<file path="src/rtl/fpu_result_buffer.sv">
// fpu_result_buffer
//
// Buffers completed FPU results for a downstream consumer. Each result is
// stored together with its status flags in a small first-word-fall-through
// FIFO. The head entry is classified as zero or negative. The block also
// keeps a sticky OR of all accepted status flags, and a saturating count of
// results that were lost because the buffer was full.
//
// Result format: [31] sign, [30:25] exponent (bias 31), [24:0] fraction.
//
// Ports
//   clock          system clock
//   reset          asynchronous active-low reset
//   in_valid       FPU result valid (one-cycle pulse per operation)
//   data_in        FPU result
//   status_in      FPU status flags
//   in_ready       buffer not full
//   out_valid      head entry valid
//   out_ready      consumer accepts head
//   data_out       head result (0 when empty)
//   status_out     head status (0 when empty)
//   out_zero       head exponent and fraction both zero, either sign
//   out_neg        head sign set and head not zero
//   count          current occupancy
//   sticky_status  OR of status of accepted writes since reset/clear
//   clear_sticky   synchronous clear of sticky_status and drop_cnt
//   drop_err       one-cycle pulse after a result is dropped
//   drop_cnt       saturating count of dropped results

module fpu_result_buffer #(
    parameter int DEPTH  = 4,
    parameter int DROP_W = 8
) (
    input  logic                     clock,
    input  logic                     reset,
    input  logic                     in_valid,
    input  logic [31:0]              data_in,
    input  logic [3:0]               status_in,
    output logic                     in_ready,
    output logic                     out_valid,
    input  logic                     out_ready,
    output logic [31:0]              data_out,
    output logic [3:0]               status_out,
    output logic                     out_zero,
    output logic                     out_neg,
    output logic [$clog2(DEPTH):0]   count,
    output logic [3:0]               sticky_status,
    input  logic                     clear_sticky,
    output logic                     drop_err,
    output logic [DROP_W-1:0]        drop_cnt
);

    localparam int PTR_W = $clog2(DEPTH);
    localparam int CNT_W = PTR_W + 1;

    logic [31:0]       data_mem_q   [DEPTH];
    logic [3:0]        status_mem_q [DEPTH];

    logic [PTR_W-1:0]  wr_ptr_q, wr_ptr_d;
    logic [PTR_W-1:0]  rd_ptr_q, rd_ptr_d;
    logic [CNT_W-1:0]  count_q, count_d;
    logic [3:0]        sticky_q, sticky_d;
    logic              drop_err_q, drop_err_d;
    logic [DROP_W-1:0] drop_cnt_q, drop_cnt_d;

    logic              full;
    logic              empty;
    logic              wr_en;
    logic              rd_en;
    logic              drop;
    logic [31:0]       head_data;
    logic [3:0]        head_status;

    assign full  = (count_q == CNT_W'(DEPTH));
    assign empty = (count_q == '0);

    // A full buffer refuses the write even when a read frees a slot on the
    // same edge; in_ready depends only on registered state.
    assign wr_en = in_valid && !full;
    assign rd_en = out_ready && !empty;
    assign drop  = in_valid && full;

    always_comb begin
        wr_ptr_d   = wr_ptr_q;
        rd_ptr_d   = rd_ptr_q;
        count_d    = count_q;
        sticky_d   = sticky_q;
        drop_err_d = drop;
        drop_cnt_d = drop_cnt_q;

        if (wr_en) begin
            wr_ptr_d = wr_ptr_q + 1'b1;
        end
        if (rd_en) begin
            rd_ptr_d = rd_ptr_q + 1'b1;
        end

        case ({wr_en, rd_en})
            2'b10:   count_d = count_q + 1'b1;
            2'b01:   count_d = count_q - 1'b1;
            default: count_d = count_q;
        endcase

        // Clear and a same-edge event combine: the event lands on a
        // freshly cleared value.
        if (clear_sticky) begin
            sticky_d   = wr_en ? status_in : 4'b0000;
            drop_cnt_d = drop ? DROP_W'(1) : '0;
        end else begin
            if (wr_en) begin
                sticky_d = sticky_q | status_in;
            end
            if (drop && (drop_cnt_q != '1)) begin
                drop_cnt_d = drop_cnt_q + 1'b1;
            end
        end
    end

    always_ff @(posedge clock or negedge reset) begin
        if (!reset) begin
            wr_ptr_q   <= '0;
            rd_ptr_q   <= '0;
            count_q    <= '0;
            sticky_q   <= '0;
            drop_err_q <= 1'b0;
            drop_cnt_q <= '0;
        end else begin
            wr_ptr_q   <= wr_ptr_d;
            rd_ptr_q   <= rd_ptr_d;
            count_q    <= count_d;
            sticky_q   <= sticky_d;
            drop_err_q <= drop_err_d;
            drop_cnt_q <= drop_cnt_d;
        end
    end

    // Storage is deliberately not reset; occupancy tracking masks stale data.
    always_ff @(posedge clock) begin
        if (reset && wr_en) begin
            data_mem_q[wr_ptr_q]   <= data_in;
            status_mem_q[wr_ptr_q] <= status_in;
        end
    end

    assign head_data   = empty ? 32'h0 : data_mem_q[rd_ptr_q];
    assign head_status = empty ? 4'h0  : status_mem_q[rd_ptr_q];

    assign in_ready      = !full;
    assign out_valid     = !empty;
    assign data_out      = head_data;
    assign status_out    = head_status;
    // Zero ignores the sign bit, so -0 is zero and never negative.
    assign out_zero      = !empty && (head_data[30:0] == 31'h0);
    assign out_neg       = head_data[31] && !out_zero;
    assign count         = count_q;
    assign sticky_status = sticky_q;
    assign drop_err      = drop_err_q;
    assign drop_cnt      = drop_cnt_q;

endmodule

</file>
<file path="config.mk">
export PLATFORM = sky130hd
export DESIGN_NAME = fpu_result_buffer
export DESIGN_NICKNAME = d
export VERILOG_FILES = /design/src/rtl/fpu_result_buffer.sv
export SDC_FILE = /design/constraint.sdc
export NUM_CORES = 1
export LEC_CHECK = 0
export BUFFER_PORTS_ARGS = -buffer_cell sky130_fd_sc_hd__buf_2
export CAP_MARGIN = 10
export CORE_MARGIN = 8
export CORE_UTILIZATION = 50
export DETAILED_ROUTE_END_ITERATION = 10
export PLACE_DENSITY = 0.78
export SLEW_MARGIN = 20
export SYNTH_ARGS = -nofsm -noshare
export SYNTH_HDL_FRONTEND = slang
export SYNTH_SLANG_ARGS = --single-unit
</file>
<file path="constraint.sdc">
create_clock -name clock -period 2.1 [get_ports clock]
set_input_delay 0.315 -clock clock [delete_from_list [all_inputs] [get_ports clock]]
set_output_delay 0.315 -clock clock [all_outputs]
set_load 0.02 [all_outputs]
</file>
==> tab_implementation.tex, run 1 <==
\begin{tabular}{lr}
\hline
Metric & Value \\
\hline
\multicolumn{2}{l}{\textbf{Clocking}} \\
Clock slew seen by the registers of the worst setup and hold paths & 0.06 ns \\
Max clock buf depth & 2 \\
H-Tree Depth & 4 \\
Clock tree from TritonCTS & yes \\
Clock tree root buffer cell & sky130\_fd\_sc\_hd\_\_clkbuf\_16 \\
Number of clock sinks seen by CTS & 164 \\
Total CTS buffers & 17 \\
Clock Latency Late Sink & 0.41 ns \\
\multicolumn{2}{l}{\textbf{Synth}} \\
Simple-gate area share of the yosys netlist & 0.0696 \\
Synthesized-area fraction occupied by adder cells & 0.0144 \\
Primary FF master, synth & sky130\_fd\_sc\_hd\_\_edfxtp\_1 \\
Post-synthesis cell area & 0.00662 sq mm \\
Number of cells produced by synthesis & 333 \\
Largest family of logic cells by synthesized area & multiplexers \\
Register area share after synthesis & 0.729 \\
Share of synthesized registers carrying an async set or reset & 0.122 \\
Post-Synth XOR/XNOR Area & 0.0146 \\
Number of warnings issued by yosys & 0 \\
Synthesized area per cell & 19.9 sq um \\
Net Count, Synth & 381 \\
Area contributors post-synth & sky130\_fd\_sc\_hd\_\_edfxtp\_1 (65\%), sky130\_fd\_sc\_hd\_\_mux4\_2 (7.8\%), sky130\_fd\_sc\_hd\_\_dfrtp\_1 (7.6\%), sky130\_fd\_sc\_hd\_\_mux4\_1 (5.2\%), sky130\_fd\_sc\_hd\_\_and2\_1 (3.7\%) \\
Most frequent cells after synthesis & sky130\_fd\_sc\_hd\_\_edfxtp\_1 (144), sky130\_fd\_sc\_hd\_\_and2\_1 (39), sky130\_fd\_sc\_hd\_\_mux4\_2 (23) \\
Count of state elements after synthesis & 164 \\
Most frequent cell after synthesis & sky130\_fd\_sc\_hd\_\_edfxtp\_1 \\
Area share of the largest cell type after synthesis & 0.653 \\
Number of flops mapped to enable cells by yosys & 144 \\
Number of distinct standard cells referenced by the synthesized netlist & 39 \\
Largest area contributor in the netlist & sky130\_fd\_sc\_hd\_\_edfxtp\_1 \\
Share of synthesized area spent on multiplexers & 0.135 \\
Area fraction in compound gates after synthesis & 0.0153 \\
\multicolumn{2}{l}{\textbf{Global routing}} \\
First-pass GRT wire length & approximately 22 mm \\
Number of antenna violations at the first check in global routing & 2 \\
Maximum number of pins on one net before global-route repair & 38 \\
Congestion Overflow GR & 0 \\
Number of global-route vias before repair & between 3000 and 4000 \\
Total track usage & 0.181 \\
\multicolumn{2}{l}{\textbf{Floorplan}} \\
Number of placement rows & 42 \\
Die ar. & 0.0172 sq mm \\
Die W & 131 microns \\
Initial Util & 0.506 \\
Placeable core region & 0.0131 sq mm \\
Num ports & 97 \\
DIE HEIGHT & approximately 130 microns \\
\multicolumn{2}{l}{\textbf{Layout}} \\
Sequential Area & $\sim$0.0048 sq mm \\
Final design area excluding fillers & about 0.0085 sq mm \\
Count of placed standard cells in the final layout, fillers left out & approximately 660 \\
Count of antenna diodes in the layout & 0 \\
Share of final-layout standard cells stronger than drive strength 1 & 0.511 \\
Area taken by multi-input logic gates & between 0.0015 and 0.002 sq mm \\
Fillcell total & between 800 and 900 \\
Net total in the final layout & 520 \\
Layout overhead on the synthesized area & 29.0\% \\
\multicolumn{2}{l}{\textbf{Worst setup path}} \\
Largest stage delay, worst path & 0.64 ns \\
Critical path startpoint category & flop \\
Cell type group with the largest total delay on the critical path & multiplexers \\
Crit path max-delay cell type & sky130\_fd\_sc\_hd\_\_mux4\_1 \\
Biggest fanout along the worst timing path & 7 \\
Buffers plus inverters on the worst setup path & 2 \\
Crit path arrival time & 2.58 ns \\
CP Class & reg -> out \\
Cell Chain, Critical Path & buf\_12, mux4\_1, nor4\_4, nand4\_1, o21a\_1, buf\_6 \\
Sort of element at the end of the critical path & primary output \\
Required @ worst endpoint & approximately 1.8 ns \\
\multicolumn{2}{l}{\textbf{STA}} \\
Number of pins with negative max-slew slack in the final report & 0 \\
Unrepaired setup endpoints after global routing & yes \\
Relative slew slack & 0.751 \\
Total Negative Setup Slacks & -8.51 ns \\
Number of setup violations in the final report & 38 \\
Number of hold-slack violations in the final timing report & 0 \\
Shortest period the worst path allows & roughly 2.9 ns \\
Tightest Pin Transition & 0.373 ns \\
Final cycle utilization of the critical path & 1.38 \\
Setup slack after layout & -0.792 ns \\
Upper clock frequency limit & 346 MHz \\
Max Clock Skew & 0.00806 ns \\
\multicolumn{2}{l}{\textbf{Route}} \\
Count of routing violations after the opening detailed-route iteration & 294 \\
Initial DRT Pass Iterations & 4 \\
Post-detailed-routing wire length & between 10 and 15 mm \\
Wire length per cell & 21.9 microns \\
Number of nets with antenna violations after routing & 0 \\
DRC viols & 0 \\
Total number of vias & 3582 \\
DR vias/cell & $\sim$5.4 \\
\multicolumn{2}{l}{\textbf{Pwr}} \\
Tot Pwr & roughly 13000 uW \\
Static power due to leakage & 0.00318 uW \\
Maximum vdd ir drop & 0.839 mV \\
Power per unit of standard cell area & 1480 mW/mm\^{}2 \\
\multicolumn{2}{l}{\textbf{Placed design}} \\
RD Place Congestion & 0.761 \\
Port Buf Inserts & 96 \\
Placed instance count & 613 \\
Total cell area at the placement stage & between 0.007 and 0.008 sq mm \\
Half-perimeter wire length after placement & slightly below 9 mm \\
\multicolumn{2}{l}{\textbf{Run}} \\
Number of maximum-capacitance constraint violations & 0 \\
\multicolumn{2}{l}{\textbf{Outcome}} \\
Outcome & finished, violations left \\
Violations in the final reports & negative setup slack \\
\multicolumn{2}{l}{\textbf{Worst hold path}} \\
Path type of the worst min-delay path & in -> reg \\
\hline
\end{tabular}
-- layout by cell type, fill, tap and decap left out, drive strengths merged --
cell,count
mux2i,2
clkbuf,20
buf,134
fa,1
and3,6
o21ai,2
a32o,1
nor2,10
mux2,1
dlygate4sd3,1
and2,40
nand4,4
edfxtp,144
nor4,8
nor3,2
o211ai,1
xor2,8
clkinv,7
and4,1
nor4bb,1
xnor2,3
o2111ai,3
nand3,2
inv,13
a22o,4
dfrtp,20
nand2,2
a21oi,1
ha,6
mux4,36
o21a,1
-- sequential cells by signal (all words and copies together) (netlist names) --
register and flops:
wr_ptr_q 2, data_mem_q 128, status_mem_q 16, sticky_status 4, drop_err 1, drop_cnt 8
rd_ptr_q 2, count 3
-- logic make-up (layout without fill, tap and decap cells) --
kind of cell	Yosys count	count (layout)
flops	164	164
compound gates	13	13
buf+inv	23	175
simple gates	76	76
mux	39	39
xor+xnor	11	11
fa+ha+maj	7	7
-- stage by stage --
stage           util  worst slack, ns  hold slack (ns)
2_1_floorplan      -          -0.0128           0.0194
3_3_place_gp   0.573           -0.420            0.132
3_5_place_dp   0.573           -0.443            0.137
4_1_cts        0.649           -0.777           0.0885
5_1_grt        0.653           -0.843           0.0905
6_report       0.653           -0.792            0.112
-- timing repair --
item | in CTS | in global routing
setup endpoints to repair | 41 | 39
cloned | 2 | 0
pin swaps | 11 | 9
hold buffers | 1 | 0
hold endpoints to repair | 20 | 0
gates resized for setup | 93 | 15
setup buffers | 13 | 1
-- layer usage --
metal / vias up / track usage / routed length [microns]
met3: 18 / 0.0667 / 1130
met2: 142 / 0.298 / 7240
met5: - / 0 / 23
met4: 4 / 0.0675 / 211
li1: 1612 / - / -
met1: 1806 / 0.214 / 5890
-- worst paths after layout --
check / start / to / slack (ns) / cells past startpoint
min: data_in[26] / data_mem_q[3][26] / 0.11 / 1
max in group asynchronous: reset / count[1] / 1.39 / 3
max reg2reg: count[1] / count[2] / 0.10 / 11
min reg2reg: sticky_status[2] / sticky_status[2] / 0.52 / 1
min in group asynchronous: reset / rd_ptr_q[1] / 0.26 / 2
max: rd_ptr_q[0] / out_neg / -0.79 / 6
-- where the power goes --
group	internal [uW]	switching (uW)	leakage, uW
clock	1640	1200	0.000286
sequential	3980	168	0.00156
combinational	2920	2750	0.00134
total	8540	4120	0.00318
-- area by class of cell --
cell class	count	area share
clock inverters	12	0.00864
well taps	176	0.0258
clock buffers	20	0.0560
inverters	8	0.00410
multi-input cells	146	0.209
repair buffers	135	0.131
flip-flops and latches	164	0.565
Note: power is estimated with default switching activity, not from simulation.
==> inputs of run 2 (changes only) <==
Settings changed: MAX_ROUTING_LAYER set to met4.
==> tab_implementation.tex, run 2 (synthesized netlist as in run 1, its figures left out) <==
\begin{tabular}{lr}
\hline
Metric & Value \\
\hline
\multicolumn{2}{l}{\textbf{Layout}} \\
Net total in the final layout & 520 (unchanged) \\
Sequential Area & 0.00483 sq mm (unchanged) \\
Highest-count cells in the layout ignoring fill and taps & sky130\_fd\_sc\_hd\_\_edfxtp\_1 (144), sky130\_fd\_sc\_hd\_\_buf\_2 (71), sky130\_fd\_sc\_hd\_\_mux4\_2 (35) (unchanged) \\
Final design area excluding fillers & 0.00855 sq mm (was 0.00854 sq mm) \\
Register containing the most flip-flops in the final layout & data\_mem\_q (unchanged) \\
Share of final-layout standard cells stronger than drive strength 1 & 0.511 (unchanged) \\
Layout overhead on the synthesized area & 29.1\% (was 29.0\%) \\
Count of placed standard cells in the final layout, fillers left out & 663 (was 661) \\
Fillcell total & 835 (was 836) \\
Number of flip-flops under the largest register name & 128 (unchanged) \\
Most common cell after layout, fill and taps aside & sky130\_fd\_sc\_hd\_\_edfxtp\_1 (unchanged) \\
Area taken by multi-input logic gates & 0.00178 sq mm (unchanged) \\
\multicolumn{2}{l}{\textbf{Pwr}} \\
Power per unit of standard cell area & 1480 mW/mm\^{}2 (about the same) \\
Static power due to leakage & 0.00318 uW (about the same) \\
Tot Pwr & 12600 uW (was 12700 uW) \\
Maximum vdd ir drop & 0.839 mV (about the same) \\
\multicolumn{2}{l}{\textbf{Clocking}} \\
Clock tree root buffer cell & sky130\_fd\_sc\_hd\_\_clkbuf\_16 (unchanged) \\
Number of clock sinks seen by CTS & 164 (unchanged) \\
Clock Latency Late Sink & 0.42 ns (was 0.41 ns) \\
Total CTS buffers & 17 (unchanged) \\
Max clock buf depth & 2 (unchanged) \\
Clock slew seen by the registers of the worst setup and hold paths & 0.06 ns (about the same) \\
Clock tree from TritonCTS & yes (unchanged) \\
H-Tree Depth & 4 (unchanged) \\
\multicolumn{2}{l}{\textbf{Worst hold path}} \\
Worst hold start & data\_in[26] (unchanged) \\
Path type of the worst min-delay path & in -> reg (unchanged) \\
\multicolumn{2}{l}{\textbf{Run}} \\
Number of maximum-capacitance constraint violations & 0 (unchanged) \\
\multicolumn{2}{l}{\textbf{Floorplan}} \\
Initial Util & 0.506 (unchanged) \\
Number of placement rows & 42 (unchanged) \\
DIE HEIGHT & 131 microns (unchanged) \\
Die W & 131 microns (unchanged) \\
Num ports & 97 (unchanged) \\
Placeable core region & 0.0131 sq mm (unchanged) \\
Die ar. & 0.0172 sq mm (unchanged) \\
\multicolumn{2}{l}{\textbf{Placed design}} \\
RD Place Congestion & 0.771 (was 0.761) \\
Port Buf Inserts & 96 (unchanged) \\
Placed instance count & 613 (unchanged) \\
Half-perimeter wire length after placement & 8.84 mm (unchanged) \\
Total cell area at the placement stage & 0.00750 sq mm (unchanged) \\
\multicolumn{2}{l}{\textbf{Global routing}} \\
Number of global-route vias before repair & 3936 (was 3932) \\
Congestion Overflow GR & 0 (unchanged) \\
Number of antenna violations at the first check in global routing & 2 (unchanged) \\
Total track usage & 0.186 (was 0.181) \\
Maximum number of pins on one net before global-route repair & 38 (unchanged) \\
First-pass GRT wire length & 22.2 mm (was 22.3 mm) \\
\multicolumn{2}{l}{\textbf{Worst setup path}} \\
Source of the critical timing path & rd\_ptr\_q[0] (unchanged) \\
Sort of element at the end of the critical path & primary output (unchanged) \\
Crit path arrival time & 2.58 ns (about the same) \\
CP Class & reg -> out (unchanged) \\
FF-to-FF Start & count[1] (unchanged) \\
Critical path startpoint category & flop (unchanged) \\
Required @ worst endpoint & 1.78 ns (about the same) \\
Biggest fanout along the worst timing path & 7 (unchanged) \\
\multicolumn{2}{l}{\textbf{Route}} \\
Total number of vias & 3573 (was 3582) \\
Count of routing violations after the opening detailed-route iteration & 316 (was 294) \\
Post-detailed-routing wire length & 14.4 mm (was 14.5 mm) \\
Wire length per cell & 21.8 microns (was 21.9 microns) \\
DRC viols & 0 (unchanged) \\
DR vias/cell & 5.39 (was 5.42) \\
Number of nets with antenna violations after routing & 0 (unchanged) \\
Initial DRT Pass Iterations & 4 (unchanged) \\
\multicolumn{2}{l}{\textbf{STA}} \\
Number of pins with negative max-slew slack in the final report & 0 (unchanged) \\
Setup slack after layout & -0.793 ns (was -0.792 ns) \\
Shortest period the worst path allows & 2.89 ns (about the same) \\
Number of hold-slack violations in the final timing report & 0 (unchanged) \\
Unrepaired setup endpoints after global routing & yes (unchanged) \\
Relative slew slack & 0.753 (was 0.751) \\
Max Clock Skew & 0.00707 ns (was 0.00806 ns) \\
Upper clock frequency limit & 346 MHz (about the same) \\
Final cycle utilization of the critical path & 1.38 (about the same) \\
Number of setup violations in the final report & 38 (unchanged) \\
Tightest Pin Transition & 0.370 ns (was 0.373 ns) \\
\multicolumn{2}{l}{\textbf{Outcome}} \\
Outcome & finished, violations left (unchanged) \\
Violations in the final reports & negative setup slack (unchanged) \\
\hline
\end{tabular}
## run 2: metrics by stage
step                      utilization  worst slack, ns  hold slack [ns]  setup TNS, ns
after floorplan                     -          -0.0128           0.0194        -0.0128
after global placement          0.573           -0.420            0.132          -1.02
after detailed placement        0.573           -0.443            0.137          -1.06
after CTS                       0.649           -0.777           0.0885          -8.95
after global routing            0.653           -0.842           0.0914         -10.80
final                           0.653           -0.793            0.110          -8.41
## run 2: final cells by class
| class | count | share of cell area |
|---|---|---|
| flip-flops and latches | 164 | 0.565 |
| multi-input cells | 146 | 0.209 |
| repair buffers | 135 | 0.131 |
| clock buffers | 20 | 0.0559 |
| well taps | 176 | 0.0258 |
| clock inverters | 12 | 0.00864 |
| inverters | 8 | 0.00410 |
| diodes | 2 | 0.000586 |
## run 2: worst paths after layout
path	to	slack [ns]	depth (start not counted)
max	out_neg	-0.79	6
min	data_mem_q[3][26]	0.11	1
max reg2reg	count[2]	0.10	11
min reg2reg	sticky_status[2]	0.52	1
max in group asynchronous	count[1]	1.39	3
min in group asynchronous	rd_ptr_q[1]	0.26	2
## run 2: worst max-delay path, cell delays in order (launching register included)
cell,delay [ns]
sky130_fd_sc_hd__dfrtp_2,0.41
sky130_fd_sc_hd__buf_12,0.15
sky130_fd_sc_hd__mux4_1,0.64
sky130_fd_sc_hd__nor4_4,0.34
sky130_fd_sc_hd__nand4_1,0.23
sky130_fd_sc_hd__o21a_1,0.26
sky130_fd_sc_hd__buf_6,0.13
## run 2: repair_timing
item                       4_1_cts  5_1_grt
pin swaps                       11        9
gates resized for setup         93       15
hold buffers                     1        0
hold endpoints to repair        20        0
cloned                           2        0
setup endpoints to repair       41       39
buffers inserted                13        1
## run 2: power by group
group	leakage, uW	internal, uW	switching, uW
clock	0.000286	1640	1190
combinational	0.00134	2920	2740
sequential	0.00156	3980	169
total	0.00318	8540	4100
## run 2: routing by layer
metal  routed length [microns]  track usage
met5                         0            -
met4                       277       0.0736
met3                      1080       0.0603
met2                      7240        0.298
met1                      5840        0.215
==> inputs of run 3 (changes only) <==
Settings changed: SETUP_SLACK_MARGIN set to 0.15.
==> tab_implementation.tex, run 3 (synthesized netlist as in run 1, its figures left out) <==
\begin{tabular}{lr}
\hline
Metric & Value \\
\hline
\multicolumn{2}{l}{\textbf{Route}} \\
Number of nets with antenna violations after routing & 0 (unchanged) \\
Highest routed layer & met4 (unchanged) \\
Initial DRT Pass Iterations & 5 (was 4) \\
Total number of vias & 3648 (was 3573) \\
Detailed-routed wire length on met3 & 1.06 mm (was 1.08 mm) \\
Wire length per cell & 21.0 microns (was 21.8 microns) \\
DRC viols & 0 (unchanged) \\
Post-detailed-routing wire length & 14.0 mm (was 14.4 mm) \\
Detailed route wirelength on metal2 & 6.90 mm (was 7.24 mm) \\
Wl on met1 & 5.85 mm (was 5.84 mm) \\
Count of routing violations after the opening detailed-route iteration & 335 (was 316) \\
DR vias/cell & 5.47 (was 5.39) \\
\multicolumn{2}{l}{\textbf{Layout}} \\
Register containing the most flip-flops in the final layout & data\_mem\_q (unchanged) \\
Layout overhead on the synthesized area & 30.7\% (was 29.1\%) \\
Net total in the final layout & 523 (was 520) \\
Number of flip-flops under the largest register name & 128 (unchanged) \\
Share of final-layout standard cells stronger than drive strength 1 & 0.523 (was 0.511) \\
Highest-count cells in the layout ignoring fill and taps & sky130\_fd\_sc\_hd\_\_edfxtp\_1 (144), sky130\_fd\_sc\_hd\_\_buf\_2 (63), sky130\_fd\_sc\_hd\_\_buf\_6 (42) (was sky130\_fd\_sc\_hd\_\_edfxtp\_1 (144), sky130\_fd\_sc\_hd\_\_buf\_2 (71), sky130\_fd\_sc\_hd\_\_mux4\_2 (35)) \\
Most common cell after layout, fill and taps aside & sky130\_fd\_sc\_hd\_\_edfxtp\_1 (unchanged) \\
\multicolumn{2}{l}{\textbf{Clocking}} \\
H-Tree Depth & 4 (unchanged) \\
Total CTS buffers & 17 (unchanged) \\
Clock slew seen by the registers of the worst setup and hold paths & 0.06 ns (about the same) \\
Number of clock sinks seen by CTS & 164 (unchanged) \\
Max clock buf depth & 2 (unchanged) \\
Clock tree root buffer cell & sky130\_fd\_sc\_hd\_\_clkbuf\_16 (unchanged) \\
Clock Latency Late Sink & 0.42 ns (about the same) \\
Clock tree from TritonCTS & yes (unchanged) \\
\multicolumn{2}{l}{\textbf{STA}} \\
Tightest Pin Transition & 0.303 ns (was 0.370 ns) \\
Number of setup violations in the final report & 38 (unchanged) \\
Number of hold-slack violations in the final timing report & 0 (unchanged) \\
Upper clock frequency limit & 351 MHz (was 346 MHz) \\
Shortest period the worst path allows & 2.85 ns (was 2.89 ns) \\
Final cycle utilization of the critical path & 1.36 (was 1.38) \\
Setup slack after layout & -0.749 ns (was -0.793 ns) \\
Relative slew slack & 0.796 (was 0.753) \\
Max Clock Skew & 0.00527 ns (was 0.00707 ns) \\
Number of pins with negative max-slew slack in the final report & 0 (unchanged) \\
Unrepaired setup endpoints after global routing & yes (unchanged) \\
Total Negative Setup Slacks & -7.87 ns (was -8.41 ns) \\
\multicolumn{2}{l}{\textbf{Outcome}} \\
Outcome & finished, violations left (unchanged) \\
Violations in the final reports & negative setup slack (unchanged) \\
\multicolumn{2}{l}{\textbf{Global routing}} \\
First-pass GRT wire length & 21.5 mm (was 22.2 mm) \\
Total track usage & 0.178 (was 0.186) \\
Number of global-route vias before repair & 3889 (was 3936) \\
Congestion Overflow GR & 0 (unchanged) \\
Number of antenna violations at the first check in global routing & 3 (was 2) \\
Maximum number of pins on one net before global-route repair & 38 (unchanged) \\
\multicolumn{2}{l}{\textbf{Floorplan}} \\
Num ports & 97 (unchanged) \\
Die W & 131 microns (unchanged) \\
Initial Util & 0.506 (unchanged) \\
Placeable core region & 0.0131 sq mm (unchanged) \\
Number of placement rows & 42 (unchanged) \\
Die ar. & 0.0172 sq mm (unchanged) \\
DIE HEIGHT & 131 microns (unchanged) \\
\multicolumn{2}{l}{\textbf{Worst hold path}} \\
Endpoint of the worst hold path & data\_mem\_q[0][19] (was data\_mem\_q[3][26]) \\
Worst hold start & data\_in[19] (was data\_in[26]) \\
Number of instances on the worst hold path & 1 (unchanged) \\
Path type of the worst min-delay path & in -> reg (unchanged) \\
\multicolumn{2}{l}{\textbf{Worst setup path}} \\
Crit path arrival time & 2.53 ns (was 2.58 ns) \\
Biggest fanout along the worst timing path & 10 (was 7) \\
Worst reg2reg endpoint & count[2] (unchanged) \\
CP Class & reg -> out (unchanged) \\
Crit path max-delay cell type & sky130\_fd\_sc\_hd\_\_mux4\_2 (was sky130\_fd\_sc\_hd\_\_mux4\_1) \\
Cell Chain, Critical Path & buf\_12, mux4\_2, nor4\_4, nand4\_1, o21a\_2, buf\_6 (was buf\_12, mux4\_1, nor4\_4, nand4\_1, o21a\_1, buf\_6) \\
Largest stage delay, worst path & 0.55 ns (was 0.64 ns) \\
Required @ worst endpoint & 1.78 ns (about the same) \\
FF-to-FF Start & count[0] (was count[1]) \\
Cell type group with the largest total delay on the critical path & simple AND/OR/NAND/NOR gates (was multiplexers) \\
Critical path startpoint category & flop (unchanged) \\
Reg2Reg Setup Slack & 0.13 ns (was 0.10 ns) \\
Number of cells on the worst reg-to-reg path & 11 (unchanged) \\
Buffers plus inverters on the worst setup path & 2 (unchanged) \\
Sort of element at the end of the critical path & primary output (unchanged) \\
\multicolumn{2}{l}{\textbf{Pwr}} \\
Maximum vdd ir drop & 0.895 mV (was 0.839 mV) \\
Power per unit of standard cell area & 1510 mW/mm\^{}2 (was 1480 mW/mm\^{}2) \\
Static power due to leakage & 0.00322 uW (was 0.00318 uW) \\
Tot Pwr & 13100 uW (was 12600 uW) \\
\multicolumn{2}{l}{\textbf{Run}} \\
Number of maximum-capacitance constraint violations & 0 (unchanged) \\
\multicolumn{2}{l}{\textbf{Placed design}} \\
Port Buf Inserts & 96 (unchanged) \\
Half-perimeter wire length after placement & 8.93 mm (was 8.84 mm) \\
RD Place Congestion & 0.776 (was 0.771) \\
\hline
\end{tabular}
[run 3: worst max-delay path by stage]
stage,slack (ns),to,depth (start not counted),from
CTS,-0.78,out_neg,6,rd_ptr_q[0]
detailed placement,-0.48,out_neg,6,rd_ptr_q[0]
floorplan,-0.01,out_neg,5,rd_ptr_q[0]
global placement,-0.44,out_neg,6,rd_ptr_q[0]
finish,-0.75,out_neg,6,rd_ptr_q[0]
global route,-0.85,out_neg,6,rd_ptr_q[0]
[run 3: power by group]
| group | switching (uW) | internal (uW) | total, uW |
|---|---|---|---|
| Clock | 1140 | 2080 | 3220 |
| Combinational | 2680 | 3020 | 5700 |
| Sequential | 185 | 3980 | 4170 |
[run 3: cell type report]
class	count	area, sq um
Multi-Input combinational cell	146	1760
Tap cell	176	220
Clock inverter	14	190
Antenna cell	3	7.51
Sequential cell	164	4830
Fill cell	846	4430
Clock buffer	18	429
Inverter	8	37.5
Timing Repair Buffer	138	1170
[run 3: stage by stage]
stage,hold WS (ns),std cells,cell area [sq um],setup slack [ns],util
2_1_floorplan,0.0194,333,6680,-0.0114,-
3_3_place_gp,0.137,607,7470,-0.445,0.571
3_5_place_dp,0.139,607,7470,-0.481,0.571
4_1_cts,0.0948,651,8470,-0.784,0.647
5_1_grt,0.104,667,8650,-0.849,0.661
6_report,0.112,667,8650,-0.749,0.661
[run 3: metal layers]
layer  global-route usage  up-vias
li1                     -     1611
met1                0.218     1860
met2                0.273      160
met3               0.0542       17
met4               0.0722        0
met5                    -        -
[run 3: timing repair]
| item | CTS | global route |
|---|---|---|
| gates resized for setup | 109 | 28 |
| endpoints found under the setup margin | 40 | 41 |
| hold buffers | 1 | 0 |
| pin swaps | 7 | 8 |
| hold endpoints to repair | 20 | 0 |
| buffers inserted | 11 | 13 |
